--- config.mk ---
export PLATFORM = sky130hd
export DESIGN_NAME = cpu_core_param
export DESIGN_NICKNAME = d
export VERILOG_FILES = /design/src/rtl/cpu_pkg.sv /design/src/rtl/cpu_alu.sv /design/src/rtl/cpu_core_param.sv
export SDC_FILE = /design/constraint.sdc
export NUM_CORES = 1
export LEC_CHECK = 0
export ABC_AREA = 1
export BUFFER_PORTS_ARGS = -buffer_cell sky130_fd_sc_hd__buf_2
export CAP_MARGIN = 10
export CORE_ASPECT_RATIO = 0.8
export CORE_MARGIN = 5
export CORE_UTILIZATION = 30
export CTS_CLUSTER_DIAMETER = 40
export DETAILED_ROUTE_END_ITERATION = 10
export SLEW_MARGIN = 20
export SYNTH_ARGS = -nofsm -noshare
export SYNTH_HDL_FRONTEND = slang
export SYNTH_SLANG_ARGS = --single-unit
--- constraint.sdc ---
create_clock -name clk -period 3.44 [get_ports clk]
set_input_delay 1.032 -clock clk [delete_from_list [all_inputs] [get_ports clk]]
set_output_delay 1.032 -clock clk [all_outputs]
set_load 0.005 [all_outputs]
--- src/rtl/cpu_pkg.sv ---
// Shared encoding constants for the parametrised teaching CPU: instruction
// classes, per-class opcodes, special register indices and field positions.
package cpu_pkg;

    localparam int INSTR_W = 16;

    // Instruction field positions: [15:14] cls, [13:11] op/dst, [10:8] src, [7:0] imm
    localparam int CLS_HI = 15;
    localparam int CLS_LO = 14;
    localparam int OP_HI  = 13;
    localparam int OP_LO  = 11;
    localparam int SRC_HI = 10;
    localparam int SRC_LO = 8;
    localparam int IMM_HI = 7;
    localparam int IMM_LO = 0;

    // Instruction classes
    localparam logic [1:0] CLS_MOV  = 2'b00;
    localparam logic [1:0] CLS_ALU  = 2'b01;
    localparam logic [1:0] CLS_FLOW = 2'b10;
    localparam logic [1:0] CLS_SYS  = 2'b11;

    // ALU opcodes (op[2]=0: binary on r0, op[2]=1: unary on rsrc)
    localparam logic [2:0] OP_ADD = 3'b000;
    localparam logic [2:0] OP_OR  = 3'b001;
    localparam logic [2:0] OP_AND = 3'b010;
    localparam logic [2:0] OP_XOR = 3'b011;
    localparam logic [2:0] OP_INC = 3'b100;
    localparam logic [2:0] OP_NOT = 3'b101;
    localparam logic [2:0] OP_SHR = 3'b110;
    localparam logic [2:0] OP_SHL = 3'b111;

    // Flow-control opcodes; 101..111 are reserved and behave as NOP
    localparam logic [2:0] OP_JNC = 3'b000;
    localparam logic [2:0] OP_JMP = 3'b001;
    localparam logic [2:0] OP_JZ  = 3'b010;
    localparam logic [2:0] OP_JNZ = 3'b011;
    localparam logic [2:0] OP_SET = 3'b100;

    // System opcodes; everything other than HALT is a NOP
    localparam logic [2:0] OP_NOP  = 3'b000;
    localparam logic [2:0] OP_HALT = 3'b001;

    // Special register indices
    localparam logic [2:0] R_ACC = 3'd0;
    localparam logic [2:0] R_IN  = 3'd5;
    localparam logic [2:0] R_OUT = 3'd6;
    localparam logic [2:0] R_PC  = 3'd7;

endpackage

--- src/rtl/cpu_alu.sv ---
// Combinational ALU: binary ops combine a (r0) with b (rsrc), unary ops act
// on b alone. carry_we tells the core whether this op defines a new carry.
module cpu_alu
    import cpu_pkg::*;
#(
    parameter int DATA_W = 4
) (
    input  logic [2:0]        op,
    input  logic [DATA_W-1:0] a,
    input  logic [DATA_W-1:0] b,
    output logic [DATA_W-1:0] result,
    output logic              carry,
    output logic              zero,
    output logic              carry_we
);

    logic [DATA_W:0] wide;

    // Result, carry-out and zero for the selected operation
    always_comb begin
        // NOTE: every output gets a default before the case so no path leaves one unassigned (no latch)
        wide     = '0;
        result   = '0;
        carry    = 1'b0;
        carry_we = 1'b0;
        case (op)
            OP_ADD: begin
                wide     = {1'b0, a} + {1'b0, b};
                result   = wide[DATA_W-1:0];
                carry    = wide[DATA_W];
                carry_we = 1'b1;
            end
            OP_OR:  result = a | b;
            OP_AND: result = a & b;
            OP_XOR: result = a ^ b;
            OP_INC: begin
                wide     = {1'b0, b} + (DATA_W + 1)'(1);
                result   = wide[DATA_W-1:0];
                carry    = wide[DATA_W];
                carry_we = 1'b1;
            end
            OP_NOT: result = ~b;
            OP_SHR: begin
                result   = b >> 1;
                carry    = b[0];
                carry_we = 1'b1;
            end
            OP_SHL: begin
                result   = b << 1;
                carry    = b[DATA_W-1];
                carry_we = 1'b1;
            end
            default: result = '0;
        endcase
        zero = (result == '0);
    end

endmodule

--- src/rtl/cpu_core_param.sv ---
// Parametrised teaching CPU core. Eight architectural registers: r0..r4 and
// r6 (led) are stored, r5 mirrors btn every cycle, r7 reads as the PC. One
// instruction retires per cycle while imem_valid=1 and the core is not halted.
module cpu_core_param
    import cpu_pkg::*;
#(
    parameter int DATA_W = 4,
    parameter int PC_W   = 4
) (
    input  logic                clk,
    input  logic                reset,
    output logic [PC_W-1:0]     imem_addr,
    input  logic [INSTR_W-1:0]  imem_data,
    input  logic                imem_valid,
    input  logic [DATA_W-1:0]   btn,
    output logic [DATA_W-1:0]   led,
    output logic                halted
);

    // Architectural state; index 5 holds the last-sampled btn, r7 is pc
    logic [DATA_W-1:0] rf [0:6];
    logic [PC_W-1:0]   pc;
    logic              carry_flag;
    logic              zero_flag;

    // Decoded fields
    logic [1:0]        cls;
    logic [2:0]        op;
    logic [2:0]        src;
    logic [DATA_W-1:0] imm_d;
    logic [PC_W-1:0]   imm_pc;
    logic [DATA_W-1:0] rsrc;
    logic              retire;

    // Next-state controls
    logic [PC_W-1:0]   pc_next;
    logic              rf_we;
    logic [2:0]        rf_waddr;
    logic [DATA_W-1:0] rf_wdata;
    logic              carry_we;
    logic              zero_we;
    logic              halt_now;
    logic [2:0]        alu_tgt;

    // ALU outputs
    logic [DATA_W-1:0] alu_result;
    logic              alu_carry;
    logic              alu_zero;
    logic              alu_carry_we;

    assign cls    = imem_data[CLS_HI:CLS_LO];
    assign op     = imem_data[OP_HI:OP_LO];
    assign src    = imem_data[SRC_HI:SRC_LO];
    assign imm_d  = DATA_W'(imem_data[IMM_HI:IMM_LO]);
    assign imm_pc = PC_W'(imem_data[IMM_HI:IMM_LO]);
    assign retire = imem_valid && !halted;

    assign imem_addr = pc;
    assign led       = rf[R_OUT];

    // Source operand read; r7 returns the PC resized to the datapath width
    always_comb begin
        if (src == R_PC) begin
            rsrc = DATA_W'(pc);
        end else begin
            rsrc = rf[src];
        end
    end

    cpu_alu #(
        .DATA_W (DATA_W)
    ) u_alu (
        .op       (op),
        .a        (rf[R_ACC]),
        .b        (rsrc),
        .result   (alu_result),
        .carry    (alu_carry),
        .zero     (alu_zero),
        .carry_we (alu_carry_we)
    );

    // Decode: PC next-state mux, register write port, flag and halt enables
    always_comb begin
        pc_next  = pc + PC_W'(1);
        rf_we    = 1'b0;
        rf_waddr = R_ACC;
        rf_wdata = rsrc;
        carry_we = 1'b0;
        zero_we  = 1'b0;
        halt_now = 1'b0;
        alu_tgt  = op[2] ? src : R_ACC;
        case (cls)
            CLS_MOV: begin
                if (op == R_PC) begin
                    pc_next = PC_W'(rsrc);
                end else if (op != R_IN) begin
                    rf_we    = 1'b1;
                    rf_waddr = op;
                end
            end
            CLS_ALU: begin
                zero_we  = 1'b1;
                carry_we = alu_carry_we;
                rf_wdata = alu_result;
                if (alu_tgt == R_PC) begin
                    pc_next = PC_W'(alu_result);
                end else if (alu_tgt != R_IN) begin
                    rf_we    = 1'b1;
                    rf_waddr = alu_tgt;
                end
            end
            CLS_FLOW: begin
                case (op)
                    OP_JNC: if (!carry_flag) pc_next = imm_pc;
                    OP_JMP: pc_next = imm_pc;
                    OP_JZ:  if (zero_flag) pc_next = imm_pc;
                    OP_JNZ: if (!zero_flag) pc_next = imm_pc;
                    OP_SET: begin
                        rf_we    = 1'b1;
                        rf_waddr = R_ACC;
                        rf_wdata = imm_d;
                    end
                    default: rf_we = 1'b0;
                endcase
            end
            CLS_SYS: begin
                case (op)
                    OP_NOP:  halt_now = 1'b0;
                    OP_HALT: halt_now = 1'b1;
                    default: halt_now = 1'b0;
                endcase
            end
            default: rf_we = 1'b0;
        endcase
    end

    // State update: reset wins, r5 samples btn every cycle, the rest only on retire
    always_ff @(posedge clk) begin
        if (reset) begin
            // NOTE: the register file is a handful of flops, not a RAM, so it is reset like any other state
            rf         <= '{default: '0};
            pc         <= '0;
            carry_flag <= 1'b0;
            zero_flag  <= 1'b0;
            halted     <= 1'b0;
        end else if (retire) begin
            // NOTE: non-blocking assignments so every update reads pre-edge values
            pc <= pc_next;
            if (rf_we)    rf[rf_waddr] <= rf_wdata;
            if (carry_we) carry_flag   <= alu_carry;
            if (zero_we)  zero_flag    <= alu_zero;
            if (halt_now) halted       <= 1'b1;
        end
        rf[R_IN] <= btn;
    end

endmodule
==> results.cfg <==
[placement]
dp_hpwl_um = 6410
dp.cells = 565
numPortBuffers = 27
dp_slack_ps = 36.0
place.gp.congestion = 0.980

[synth]
ys.flop_type = dfxtp_1
syn-num-nets = 451
syn_avg_cell_area_um2 = 6.68
synth-warning-count = 0
ys_ff_latch = 35
syn_inst = 413
ys_types = 42
synth-edff-count = 0
ys_async_sr_fraction_pct = 0
synth_seq_area_share_pct = 25.4
synth_area_mm2 = 0.00276

[cts]
cts_root_buf = clkbuf_16
cts_num_sinks = 35
htreeDepth = 2
cts_buffer_depth = 2
clk_latency_ps = 280
clkTransAtPathRegs_ps = 60
postCtsHoldBufs = 0
numCtsBuffers = 5
cts_tree = yes
cts_resized = 0
postCtsSetupBuffers = 0

[timing]
maxSlewViolCount = 0
maxSlewHeadroom_pct = 48.7
min_period_ps = 3150
worst_clock_skew_ps = 2.00
finalCritPeriodShare_pct = 91.7
finalHoldViolCount = 0
fmax_mhz = 317
setup_tns_ps = 0
setup_ws_ps = 287
tightestPinTransition_ps = 769
setup_viol = 0
hold_ws_ps = 471
rsz0062_at_grt = false

[pwr]
clkPwrFrac_pct = 43.2
leakagePower_nw = 1.49
power.density_mw_per_mm2 = 383
combPwrFrac_pct = 22.9
seq_power_share_pct = 33.9
switching_share_pct = 29.7
power.switching_w = 0.000377
p_int_w = 0.000890
total_power_w = 0.00127
ir_drop_uv = 334

[setup_path]
cp-end-kind = flop
crit_required_ps = 3600
crit_path_start_kind = primary input
cp_max_fo = 14
worstPathArrival_ps = 3310
worstSetupPathType = in -> reg

[global_routing]
grt_pass1_wl_um = 13000
grt_util_all_layers_pct = 14.9
grt_pass1_vias = 2555
grt.overflow.total = 0
antenna_found_initial = 0
grt_max_degree = 26

[detailed_routing]
wl_um = 8050
wire_per_inst_um = 14.1
firstDrtPassIters = 5
drc = 0
ant_nets = 0
initialDrtViolationCount = 222
vias = 2878
vias_per_cell = 5.02

[finish]
fillers = 968
antennaDiodeCount = 0
fin_cells = 573
nNetsFinal = 495
drive_gt1_share_pct = 20.7
syn2layout_area_growth_pct = 19.9

[status]
status = finished, final reports clean

[die]
ios = 32
die_area_mm2 = 0.0112
row_count = 31
die_h_um = 95.8
die_x_um = 117
initial_core_util_pct = 30.6
core_area_mm2 = 0.00900

[flow_run]
maxCapViolCount = 0

[hold_path]
worstHoldPathType = reg -> reg
cell families after synthesis:
logic type               share of synthesized area (%)
buffers and inverters                             10.2
adder cells (fa/ha/maj)                           7.08
AO/OA/AOI/OAI                                     21.9
AND/OR/NAND/NOR                                   34.8
flip-flops                                        25.4
XOR/XNOR                                         0.635
cell usage after synthesis, types with 2 or more instances:
library cell / instances / area, um^2
nand2_1: 103 / 387
a21oi_1: 44 / 220
inv_1: 42 / 158
nand3_1: 42 / 210
dfxtp_1: 35 / 701
o21ai_0: 33 / 165
nor2_1: 24 / 90.1
ha_1: 14 / 175
o21ai_1: 8 / 40.0
buf_4: 7 / 52.6
inv_2: 6 / 22.5
nand2_2: 5 / 31.3
a21oi_2: 4 / 35.0
clkbuf_1: 4 / 15.0
nor3_4: 4 / 65.1
nand4_1: 3 / 18.8
nor2_2: 3 / 18.8
a211oi_1: 2 / 15.0
buf_2: 2 / 10.0
inv_4: 2 / 12.5
nand3b_1: 2 / 15.0
o211ai_1: 2 / 15.0
o21ai_2: 2 / 17.5
or2_2: 2 / 12.5
metrics by stage:
stage	cell area, um^2	utilization (%)
after floorplan	2760	-
after global placement	3130	34.8
after detailed placement	3130	34.8
after CTS	3310	36.7
after global routing	3310	36.7
final	3310	36.7
sequential cells by signal (all words and copies together), names as in the netlist:
name	cells
rf	24
imem_addr	4
led	4
carry_flag	1
halted	1
zero_flag	1
area by class of cell:
class	count	area, um^2	area share, %
Timing Repair Buffer	51	315	9.54
Clock inverter	2	38.8	1.17
Inverter	50	193	5.83
Sequential cell	35	701	21.2
Multi-Input combinational cell	314	1780	53.7
Tap cell	115	144	4.35
Clock buffer	6	139	4.20
path summary, 6_finish.rpt:
| path | from | endpoint | slack, ps | depth (start not counted) |
|---|---|---|---|---|
| worst max-delay path | imem_data[8] | rf[11] | 290 | 18 |
| worst min-delay path | halted | halted | 470 | 2 |
| worst max register to register | imem_addr[1] | rf[11] | 930 | 16 |
| worst min register to register | halted | halted | 470 | 2 |
cells in the final DEF, fill, tap and decap left out, drive strengths merged:
master / count
o21ai: 43
fa: 1
o32ai: 1
clkbuf: 6
o211ai: 3
a21oi: 48
nor2: 28
a211oi: 2
nor3b: 1
inv: 51
nand3: 43
a31oi: 2
ha: 14
xnor2: 1
or2: 2
nand2: 109
nand4: 4
o2111a: 1
buf: 51
bufinv: 1
nor3: 5
xor2: 1
nor4: 2
nand3b: 2
dfxtp: 35
a41oi: 1
worst max-delay path: stages:
cell and delay [ps]:
buf_2 120, inv_2 200, nand2_1 80, nand3_1 80, nand3_1 110, nand2_1 240
inv_2 60, ha_1 300, nand2_1 90, nand2_1 50, a21oi_1 150, or2_2 130
nand3_1 110, nand3_1 120, nand2_1 60, a21oi_2 130, buf_4 170, a21oi_1 70
power groups by stage:
stage / logic (W) / registers [W] / clock network [W]
2_1_floorplan: 0.000181 / 0.000435 / 0
3_3_place_gp: 0.000285 / 0.000438 / 0
3_5_place_dp: 0.000287 / 0.000438 / 0
4_1_cts: 0.000288 / 0.000429 / 0.000559
5_1_grt: 0.000322 / 0.000431 / 0.000577
6_report: 0.000290 / 0.000429 / 0.000547
layer usage:
layer / part of all wire [%] / vias up / global-route usage, %
met5: 0 / - / 0
met3: 7.3 / 12 / 3.14
met2: 40 / 108 / 21.0
met1: 52 / 1299 / 22.9
li1: - / 1459 / -
met4: 1.1 / 0 / 3.15
Note: power is estimated with default switching activity, not from simulation.
